`config.mk`:
```
export PLATFORM = sky130hd
export DESIGN_NAME = reg32
export DESIGN_NICKNAME = d
export VERILOG_FILES = /design/src/rtl/reg32.sv
export SDC_FILE = /design/constraint.sdc
export NUM_CORES = 1
export LEC_CHECK = 0
export ABC_AREA = 1
export CAP_MARGIN = 15
export CORE_UTILIZATION = 65
export DETAILED_ROUTE_END_ITERATION = 12
export DONT_BUFFER_PORTS = 1
export PLACE_DENSITY_LB_ADDON = 0.12
export RECOVER_POWER = 50
export SLEW_MARGIN = 40
export SYNTH_ARGS = -nofsm -noshare
export SYNTH_HDL_FRONTEND = slang
export SYNTH_SLANG_ARGS = --single-unit
export TNS_END_PERCENT = 1
```
`constraint.sdc`:
```
create_clock -name clk -period 1.5 [get_ports clk]
set_input_delay 0.075 -clock clk [delete_from_list [all_inputs] [get_ports clk]]
set_output_delay 0.075 -clock clk [all_outputs]
set_load 0.02 [all_outputs]
```
`src/rtl/reg32.sv`:
```
// Parameterisable holding register with load enable and synchronous reset.
// Optional registered even-parity output enabled by defining REG32_PARITY_EN.
module reg32 #(
    parameter int unsigned      WIDTH       = 32,
    parameter logic [WIDTH-1:0] RESET_VALUE = '0
) (
    input  logic [WIDTH-1:0] in,
    input  logic             clk,
    input  logic             en,
    input  logic             rst,
    output logic [WIDTH-1:0] out
`ifdef REG32_PARITY_EN
    ,
    output logic             par
`endif
);

    localparam int unsigned MIN_WIDTH = 1;
    localparam int unsigned MAX_WIDTH = 1024;

    // Reject illegal widths at elaboration rather than building a broken register.
    if (WIDTH < MIN_WIDTH || WIDTH > MAX_WIDTH) begin : g_bad_width
        $error("reg32: WIDTH %0d outside legal range 1..1024", WIDTH);
    end

    // Reset dominates enable; the whole word moves as one unit.
    always_ff @(posedge clk) begin
        if (rst) begin
            out <= RESET_VALUE;
        end else if (en) begin
            out <= in;
        end
    end

`ifdef REG32_PARITY_EN
    localparam logic RESET_PAR = ^RESET_VALUE;

    // Parity tracks exactly the value written to out, on the same edges.
    always_ff @(posedge clk) begin
        if (rst) begin
            par <= RESET_PAR;
        end else if (en) begin
            par <= ^in;
        end
    end
`endif

endmodule

```
# Yosys cells after proc, flatten, opt, wreduce, memory -nomap -nowiden
# Index checks and enable logic that the tools add are counted.
# word_totals
reg_bits	32
in_bits	35
elab_cells	1
output_inout_bits	32

# Depth between registers and ports, before layout
# Gate-level depths: netlist (run 1).
# logic_depth
depth_word	0
ltp_mapped	5
ltp_nobuf	4

# Worst setup path before layout (run 1)
# Ideal clock, no wire load.
# synth_timing
path_kind	register -> register
from	register out[29] (netlist name)
to	register out[29]
setup_time_ps	64
slack_ps	868
path_buffers	0
stages_incl_launch_ff	3
arrival_ps	569
period_less_slack_ps	632
path_cell_list	dfxtp_1 -> nor2_1 -> nor2_1
# synth_rtl
element	line	source
end signal, assigned	31	out <= in;
end, declared	11	output logic [WIDTH-1:0] out

==> impl_metrics.ini, run 1 <==
[cells_and_area]
postLayoutCellArea_mm2 = 0.00171
area_growth_pct = 27.4
top_register = out
fin_util_pct = 87.8
largest_reg_flops = 32
antenna_cells_inserted = 0
drive_gt1_share_pct = 3.38
final_cells = 264
top_regs = out (32)
fin_nets = 271

[clock_network]
numCtsBuffers = 5
clk_latency_ns = 0.32
root_buffer = clkbuf_4
cts_tree = yes
clockBufferDepth = 2
clkSlewWorstSetupHoldPaths_ns = 0.09
h-tree-depth = 2
postCtsSetupBuffers = 0
numClockSinks = 32

[drt]
met1_length_um = 1220
wl_per_cell_um = 12.3
wl_met3_um = 297
wl_um = 3250
vias_per_cell = 4.89
ant_nets = 0
routed.top_layer = met4
route.met2.wl_um = 1610
first_pass_iters = 4
route.detailed.drc = 0
initialDrtViolationCount = 47
vias = 1291

[placed_design]
io_buffer_count = 0
dp_hpwl_um = 1450
gp_congestion = 0.604
dpl-instance-area_mm2 = 0.00129
place_inst = 221

[sta]
worst_slew_pin_slew_ns = 0.301
fin_tns_setup_ns = 0
hold_violations = 0
min_period_ns = 1.29
setup_viol = 0
post-route-period-util_pct = 85.9
rsz0062_at_grt = false
clock_skew_ns = 0
fmaxAchievable_ghz = 0.777
maxSlewHeadroom_pct = 80.0
maxSlewViolCount = 0

[critical_path]
cpPeakStageDelay_ns = 0.57
worst_ep_arrival_time_ns = 1.55
crit_chain = nor2_1 -> dlygate4sd3_1 -> nor2_1
crit_type = reg2reg
crit_required_ns = 1.76
startpoint = out[7]
critPathTopFamily = buffers and inverters
slowest_stage = dlygate4sd3_1
end_kind = flip-flop
r2r_start = out[7]
cp.buffers_inverters = 1
path_common_cell = nor2_1
cp_max_fo = 2
startpoint_type = flip-flop

[global_routing]
grtUsageTotal_pct = 30.2
grt_pass1_vias = 1089
antenna_found_initial = 0
grt_max_degree = 63
grt_pass1_wl_um = 4470
grt_overflow = 0

[floorplan]
die_w_um = 47.4
num_rows = 16
coreArea_mm2 = 0.00194
chipHeight_um = 47.4
die_area_mm2 = 0.00225
ios = 67
start_util_pct = 68.9

[min_path]
hold_path.class = in2reg
hp-start = en

[yosys]
ys_top_cells_by_count = nand2_1, nor2_1, inv_1, dfxtp_1, buf_6
synthArstFlopShare_pct = 0
synth_top_area_share_pct = 47.9
ys_types = 6
syn_area_mm2 = 0.00134
ys_ff_latch = 32
synth_cells = 203
synth-edff-count = 0
syn_avg_cell_area_um2 = 6.59
synth_seq_area_share_pct = 47.9
yosysTopAreaCell = dfxtp_1
synth_flop_cell = dfxtp_1
yosys-top-cells-area = dfxtp_1, nand2_1, nor2_1
ys_warn_count = 0
synth_nets = 238

[power]
clockPowerShare_pct = 28.0
switching_share_pct = 28.2
leakagePower_uw = 0.000930
irDropWorstVdd_uv = 1010
seqPwrFrac_pct = 58.3
pwr_density_cell_mw_per_mm2 = 1030
combPwrFrac_pct = 13.6
power_uw = 1750
p_sw_uw = 494
internal_power_uw = 1260

[run_status]
status = finished, final reports clean

[run]
maxCapViolations = 0
-- metrics by stage --
step           setup slack, ns  hold slack (ns)
6_report                 0.212            0.129
5_1_grt                  0.167            0.153
4_1_cts                  0.273            0.129
3_5_place_dp             0.792            0.220
3_3_place_gp             0.834            0.212
2_1_floorplan            0.868            0.257
-- cells by family after synthesis --
logic type	share of synthesized area [%]
simple gates	35.9
buf+inv	16.3
flops	47.9
-- final timing paths --
| path | depth (start not counted) | slack (ns) | endpoint |
|---|---|---|---|
| hold / removal | 3 | 0.13 | out[0] |
| hold reg to reg | 2 | 0.57 | out[23] |
| setup reg to reg | 3 | 0.21 | out[7] |
| setup / recovery | 3 | 0.21 | out[7] |
-- tightest hold or removal path, cell delays in order --
cell	delay, ns
buf_12	0.17
nor2_1	0.12
nor2_1	0.05
-- final cells by class --
type / instances / area [µm²]
Multi-Input combinational cell: 128 / 480
Timing Repair Buffer: 36 / 368
Tap cell: 27 / 33.8
Clock buffer: 8 / 58.8
Fill cell: 101 / 236
Inverter: 33 / 124
Sequential cell: 32 / 641
-- timing repair --
action | in CTS | in global routing
gates resized for setup | 0 | 0
endpoints found under the hold margin | 32 | 0
hold buffers | 35 | 0
-- cells in the final DEF (no fill, tap or decap) --
cell type      Yosys  layout
nor2_1            64      64
nand2_1           64      64
dlygate4sd3_1      0      34
inv_1             33      33
dfxtp_1           32      32
clkbuf_4           0       5
clkbuf_1           0       2
clkbuf_8           0       1
buf_12             0       1
buf_4              0       1
-- metal layers --
| metal | GRT usage [%] | up-vias |
|---|---|---|
| met5 | 0 | - |
| met2 | 47.9 | 71 |
| met3 | 11.9 | 15 |
| li1 | - | 636 |
| met4 | 21.7 | 0 |
| met1 | 32.5 | 569 |
-- power by group through the flow --
| stage | sequential (µW) | clock, µW | combinational (µW) |
|---|---|---|---|
| global placement | 1040 | 0 | 120 |
| finish | 1020 | 491 | 239 |
| CTS | 1020 | 502 | 224 |
| global route | 1030 | 536 | 276 |
| floorplan | 1030 | 0 | 149 |
| detailed placement | 1040 | 0 | 128 |
(Power assumes the default switching activity.)
==> run 2, diff against run 1 <==
--- a/config.mk
+++ b/config.mk
@@ -5,9 +5,9 @@
 export SDC_FILE = /design/constraint.sdc
 export NUM_CORES = 1
 export LEC_CHECK = 0
-export ABC_AREA = 1
+export ABC_AREA = 0
 export CAP_MARGIN = 15
-export CORE_UTILIZATION = 65
+export CORE_UTILIZATION = 63
 export DETAILED_ROUTE_END_ITERATION = 12
 export DONT_BUFFER_PORTS = 1
 export PLACE_DENSITY_LB_ADDON = 0.12
==> impl_metrics.ini, run 2 <==
[run_status]
status = aborted with a tool error
stop_stage = clock tree synthesis (4_1_cts)
error = [ERROR DPL-0038] Utilization greater than 100%, impossible to legalize

[clock_network]
clockBufferDepth = 2
hold_buffers = 65
postCtsSetupBuffers = 0
root_buffer = clkbuf_4
numCtsBuffers = 5
ctsResizeCount = 0
numClockSinks = 32
h-tree-depth = 2

[yosys]
syn_area_mm2 = 0.00116
synthArstFlopShare_pct = 0
synth-edff-count = 0
synth_top_area_share_pct = 55.1
yosysTopAreaCell = dfxtp_1
ys_ff_latch = 32
ys_top_cells_by_count = dfxtp_1, mux2i_1, nor2_1, buf_12, clkbuf_1
synth_nets = 138
synth_seq_area_share_pct = 55.1
yosys-top-cells-area = dfxtp_1, mux2i_1, nor2_1
syn_avg_cell_area_um2 = 11.3
synth_flop_cell = dfxtp_1
ys_warn_count = 0
ys_types = 6
synth_cells = 103

[floorplan]
die_w_um = 45.0
start_util_pct = 67.4
num_rows = 15
ios = 67
chipHeight_um = 45.0

[placed_design]
dpl-instance-area_mm2 = 0.00111
dp_hpwl_um = 1190
place_ws_ns = 0.764
gp_congestion = 0.641
io_buffer_count = 0
## run 2: changes by cell type after synthesis
cell      before  now
buf_12         0    3
buf_2          3    0
buf_6          7    1
clkbuf_1       0    3
inv_1         33    0
mux2i_1        0   32
nand2_1       64    0
nor2_1        64   32
## run 2: kinds of logic after synthesis
family	synth area share, %
DFF	55.1
and+or+nand+nor	10.3
muxes	27.5
buffers and inverters	7.10
## run 2: per-stage QoR
step           instances  util, %  hold WS, ns
2_1_floorplan        103        -        0.147
3_3_place_gp         121     64.4        0.150
3_5_place_dp         121     64.4        0.152
==> run 3, diff against run 2 <==
--- a/config.mk
+++ b/config.mk
@@ -7,10 +7,11 @@
 export LEC_CHECK = 0
 export ABC_AREA = 0
 export CAP_MARGIN = 15
-export CORE_UTILIZATION = 63
+export CORE_AREA = 2 2 63 65
 export DETAILED_ROUTE_END_ITERATION = 12
+export DIE_AREA = 0 0 65 67
 export DONT_BUFFER_PORTS = 1
-export PLACE_DENSITY_LB_ADDON = 0.12
+export PLACE_DENSITY_LB_ADDON = 0.15
 export RECOVER_POWER = 50
 export SLEW_MARGIN = 40
 export SYNTH_ARGS = -nofsm -noshare
==> impl_metrics.ini, run 3 <==
[critical_path]
cpPeakStageDelay_ns = 0.57
slowest_stage = dlygate4sd3_1
startpoint_type = flip-flop
cp_max_fo = 2
worst_ep_arrival_time_ns = 1.54
crit_required_ns = 1.71
end_kind = flip-flop
crit_type = reg2reg
crit_chain = mux2i_1 -> dlygate4sd3_1 -> nor2_1

[sta]
maxSlewHeadroom_pct = 63.6
rsz0062_at_grt = false
setup_viol = 0
worst_slew_pin_slew_ns = 0.546
clock_skew_ns = 0
fin_tns_setup_ns = 0
hold_violations = 0
min_period_ns = 1.33
post-route-period-util_pct = 88.9
maxSlewViolCount = 0
fmaxAchievable_ghz = 0.750

[cells_and_area]
top_register = out
drive_gt1_share_pct = 4.73
largest_reg_flops = 32
area_growth_pct = 62.8
antenna_cells_inserted = 0
top_regs = out (32)
postLayoutCellArea_mm2 = 0.00189
fin_nets = 203
fin_util_pct = 52.5
mostFrequentLayoutCell = dlygate4sd3_1
layout_common_cells = dlygate4sd3_1, mux2i_1, nor2_1, dfxtp_1, clkbuf_8
final_cells = 217

[clock_network]
clk_latency_ns = 0.28
postCtsSetupBuffers = 0
clockBufferDepth = 2
numClockSinks = 32
h-tree-depth = 2
numCtsBuffers = 5
root_buffer = clkbuf_8
clkSlewWorstSetupHoldPaths_ns = 0.07
cts_tree = yes
ctsResizeCount = 0

[power]
leakagePower_uw = 0.000808
pwr_density_cell_mw_per_mm2 = 1080
switching_share_pct = 22.7
seqPwrFrac_pct = 48.8
irDropWorstVdd_uv = 611
clockPowerShare_pct = 38.5
p_sw_uw = 466
power_uw = 2050
internal_power_uw = 1580
combPwrFrac_pct = 12.7

[floorplan]
chipHeight_um = 67
coreArea_mm2 = 0.00361
die_w_um = 65
die_area_mm2 = 0.00436
ios = 67
start_util_pct = 32.3
num_rows = 22

[yosys]
syn_area_mm2 = 0.00116
syn_avg_cell_area_um2 = 11.3
synth_cells = 103
synth_top_area_share_pct = 55.1
ys_warn_count = 0
ys_types = 6
ys_ff_latch = 32
synth_nets = 138
yosys-top-cells-area = dfxtp_1, mux2i_1, nor2_1
synth_seq_area_share_pct = 55.1
synth_flop_cell = dfxtp_1
synthArstFlopShare_pct = 0
ys_top_cells_by_count = dfxtp_1, mux2i_1, nor2_1, buf_12, clkbuf_1
synth-edff-count = 0
yosysTopAreaCell = dfxtp_1

[placed_design]
place_inst = 144
dpl-instance-area_mm2 = 0.00114
io_buffer_count = 0
gp_congestion = 0.542
dp_hpwl_um = 1450

[drt]
route.detailed.drc = 0
ant_nets = 0
initialDrtViolationCount = 10
vias = 948
wl_per_cell_um = 13.7
first_pass_iters = 3
wl_um = 2970
vias_per_cell = 4.37

[run]
maxCapViolations = 0

[global_routing]
grt_max_degree = 33
grtUsageTotal_pct = 15.2
antenna_found_initial = 0
grt_pass1_wl_um = 4840
grt_pass1_vias = 1037
grt_overflow = 0

[min_path]
hold_path.class = in2reg

[run_status]
status = finished, final reports clean
run 3: per-layer routing:
layer	wire length (µm)	vias to the layer above	global-route usage [%]
met5	0	-	0
met1	1080	433	15.1
met3	229	8	6.59
li1	-	464	-
met4	71	0	7.18
met2	1590	43	27.1
run 3: logic make-up after synthesis:
logic type,synth area share (%)
and+or+nand+nor,10.3
muxes,27.5
DFF,55.1
buffers and inverters,7.10
run 3: power by group through the flow:
stage	Clock, µW	Sequential, µW	Combinational [µW]
2_1_floorplan	0	1010	118
5_1_grt	863	1000	288
3_3_place_gp	0	1020	75.2
3_5_place_dp	0	1020	80.5
4_1_cts	819	997	256
6_report	789	999	261
run 3: cell type report:
cell class | count | area (µm²)
well taps | 48 | 60.1
clock inverters | 2 | 35.0
multi-input cells | 64 | 440
flip-flops and latches | 32 | 641
repair buffers | 65 | 646
fillers | 344 | 1710
clock buffers | 6 | 72.6
run 3: worst max-delay path, delay by kind of cell (launching register included):
family                 cells  cell delay, ns
AND/OR/NAND/NOR            1            0.12
flip-flops                 1            0.46
buffers and inverters      1            0.57
multiplexers               1            0.11
run 3: path summary, 6_finish.rpt:
kind                            endpoint  slack (ns)     from  depth (start not counted)
worst max register to register   out[21]        0.17  out[21]                          3
worst min-delay path             out[28]        0.26      rst                          2
worst min register to register    out[4]        1.14   out[4]                          3
worst max-delay path             out[21]        0.17  out[21]                          3
run 3: what timing repair did:
| item | CTS | global route |
|---|---|---|
| setup endpoints to repair | 0 | 0 |
| endpoints found under the hold margin | 32 | 0 |
| hold buffers | 65 | 0 |
run 3: metrics by stage:
| step | worst slack (ns) | hold WS (ns) |
|---|---|---|
| floorplan | 0.832 | 0.147 |
| global placement | 0.807 | 0.150 |
| detailed placement | 0.770 | 0.154 |
| CTS | 0.140 | 0.489 |
| global route | 0.0978 | 0.306 |
| finish | 0.166 | 0.263 |
==> run 4, diff against run 3 <==
--- a/config.mk
+++ b/config.mk
@@ -13,6 +13,8 @@
 export DONT_BUFFER_PORTS = 1
 export PLACE_DENSITY_LB_ADDON = 0.15
 export RECOVER_POWER = 50
+export REMOVE_ABC_BUFFERS = 1
+export SKIP_LAST_GASP = 1
 export SLEW_MARGIN = 40
 export SYNTH_ARGS = -nofsm -noshare
 export SYNTH_HDL_FRONTEND = slang
==> impl_metrics.ini, run 4 (synthesized netlist as in run 3, its figures left out) <==
[cells_and_area]
mostFrequentLayoutCell = dlygate4sd3_1
antenna_cells_inserted = 0
area_growth_pct = 60.2
drive_gt1_share_pct = 4.17
fin_nets = 203
fin_util_pct = 51.7
n_fill_cell = 332
top_register = out
largest_reg_flops = 32
top_regs = out (32)
layout_common_cells = dlygate4sd3_1, mux2i_1, nor2_1, dfxtp_1, clkbuf_8

[sta]
setup_viol = 0
maxSlewHeadroom_pct = 63.6
fin_tns_setup_ns = 0
fmaxAchievable_ghz = 0.749
hold_violations = 0
worst_slew_pin_slew_ns = 0.545
clock_skew_ns = 0
rsz0062_at_grt = false
maxSlewViolCount = 0
min_period_ns = 1.34
layout_setup_ws_ns = 0.165
post-route-period-util_pct = 89.0

[floorplan]
die_area_mm2 = 0.00436
coreArea_mm2 = 0.00361
num_rows = 22
die_w_um = 65
chipHeight_um = 67
start_util_pct = 32.3
ios = 67

[power]
pwr_density_cell_mw_per_mm2 = 996
combPwrFrac_pct = 14.1
clockPowerShare_pct = 32.1
seqPwrFrac_pct = 53.8
irDropWorstVdd_uv = 449
p_sw_uw = 450
leakagePower_uw = 0.000794
switching_share_pct = 24.3
power_uw = 1860
internal_power_uw = 1410

[min_path]
whs_path_depth = 2
holdPathEnd = out[12]
hp-start = rst
hold_path.class = in2reg

[placed_design]
place_ws_ns = 0.776
io_buffer_count = 0
gp_congestion = 0.516

[global_routing]
antenna_found_initial = 0
grt_max_degree = 33
grtUsageTotal_pct = 14.8
grt_pass1_wl_um = 4710
grt_pass1_vias = 994
grt_overflow = 0

[critical_path]
rr_worst_depth = 3
reg2reg_setup_slack_ns = 0.16
crit_required_ns = 1.64
r2r_start = out[28]
startpoint_type = flip-flop
cp_max_fo = 2
worst_ep_arrival_time_ns = 1.48
crit-reg2reg-capture = out[28]
end_kind = flip-flop
crit_type = reg2reg

[run]
maxCapViolations = 0

[drt]
first_pass_iters = 3
initialDrtViolationCount = 42
wl_um = 2870
wl_per_cell_um = 13.3
ant_nets = 0
vias = 948
route.detailed.drc = 0
vias_per_cell = 4.39

[clock_network]
clockBufferDepth = 2
cts_tree = yes
clkSlewWorstSetupHoldPaths_ns = 0.06
numCtsBuffers = 5
clk_latency_ns = 0.27
h-tree-depth = 2
numClockSinks = 32
ctsResizeCount = 0
root_buffer = clkbuf_8

[run_status]
status = finished, final reports clean
run 4: power groups by stage:
stage | registers, µW | clock network (µW) | logic (µW)
3_5_place_dp | 1020 | 0 | 79.0
4_1_cts | 997 | 625 | 256
6_report | 998 | 597 | 262
5_1_grt | 1000 | 670 | 288
2_1_floorplan | 1010 | 0 | 71.8
3_3_place_gp | 1020 | 0 | 75.9
run 4: final cells by class:
cell class / instances / area [µm²] / share of cell area, %
repair buffers: 65 / 646 / 34.6
flip-flops and latches: 32 / 641 / 34.4
multi-input cells: 64 / 440 / 23.6
clock buffers: 6 / 72.6 / 3.89
well taps: 48 / 60.1 / 3.22
clock inverters: 1 / 5.00 / 0.268
run 4: through the flow:
step	hold slack, ns	cells	cell area [µm²]
after floorplan	0.147	96	1080
after global routing	0.299	216	1860
after global placement	0.151	144	1140
after CTS	0.497	216	1870
final	0.262	216	1860
after detailed placement	0.152	144	1140
run 4: metal layers:
metal	wire [µm]	vias up	GRT usage, %
met3	175	2	4.90
met4	27	0	6.38
met5	0	-	0
met1	1080	443	14.6
met2	1580	36	27.8
li1	-	467	-
run 4: worst max-delay path by stage:
stage | cells past startpoint | end | start
6_report | 3 | out[28] | out[28]
5_1_grt | 3 | out[28] | out[28]
4_1_cts | 2 | out[30] | rst
3_5_place_dp | 2 | out[12] | out[12]
3_3_place_gp | 2 | out[12] | out[12]
2_1_floorplan | 2 | out[0] | out[0]
run 4: critical path, cell delays in order (launching register included):
cell and delay (ns):
dfxtp_1 0.38, mux2i_1 0.19, dlygate4sd3_1 0.60, nor2_1 0.04
run 4: what timing repair did:
item                                   4_1_cts  5_1_grt
endpoints found under the hold margin       32        0
hold buffers                                65        0
setup buffers                                0        0
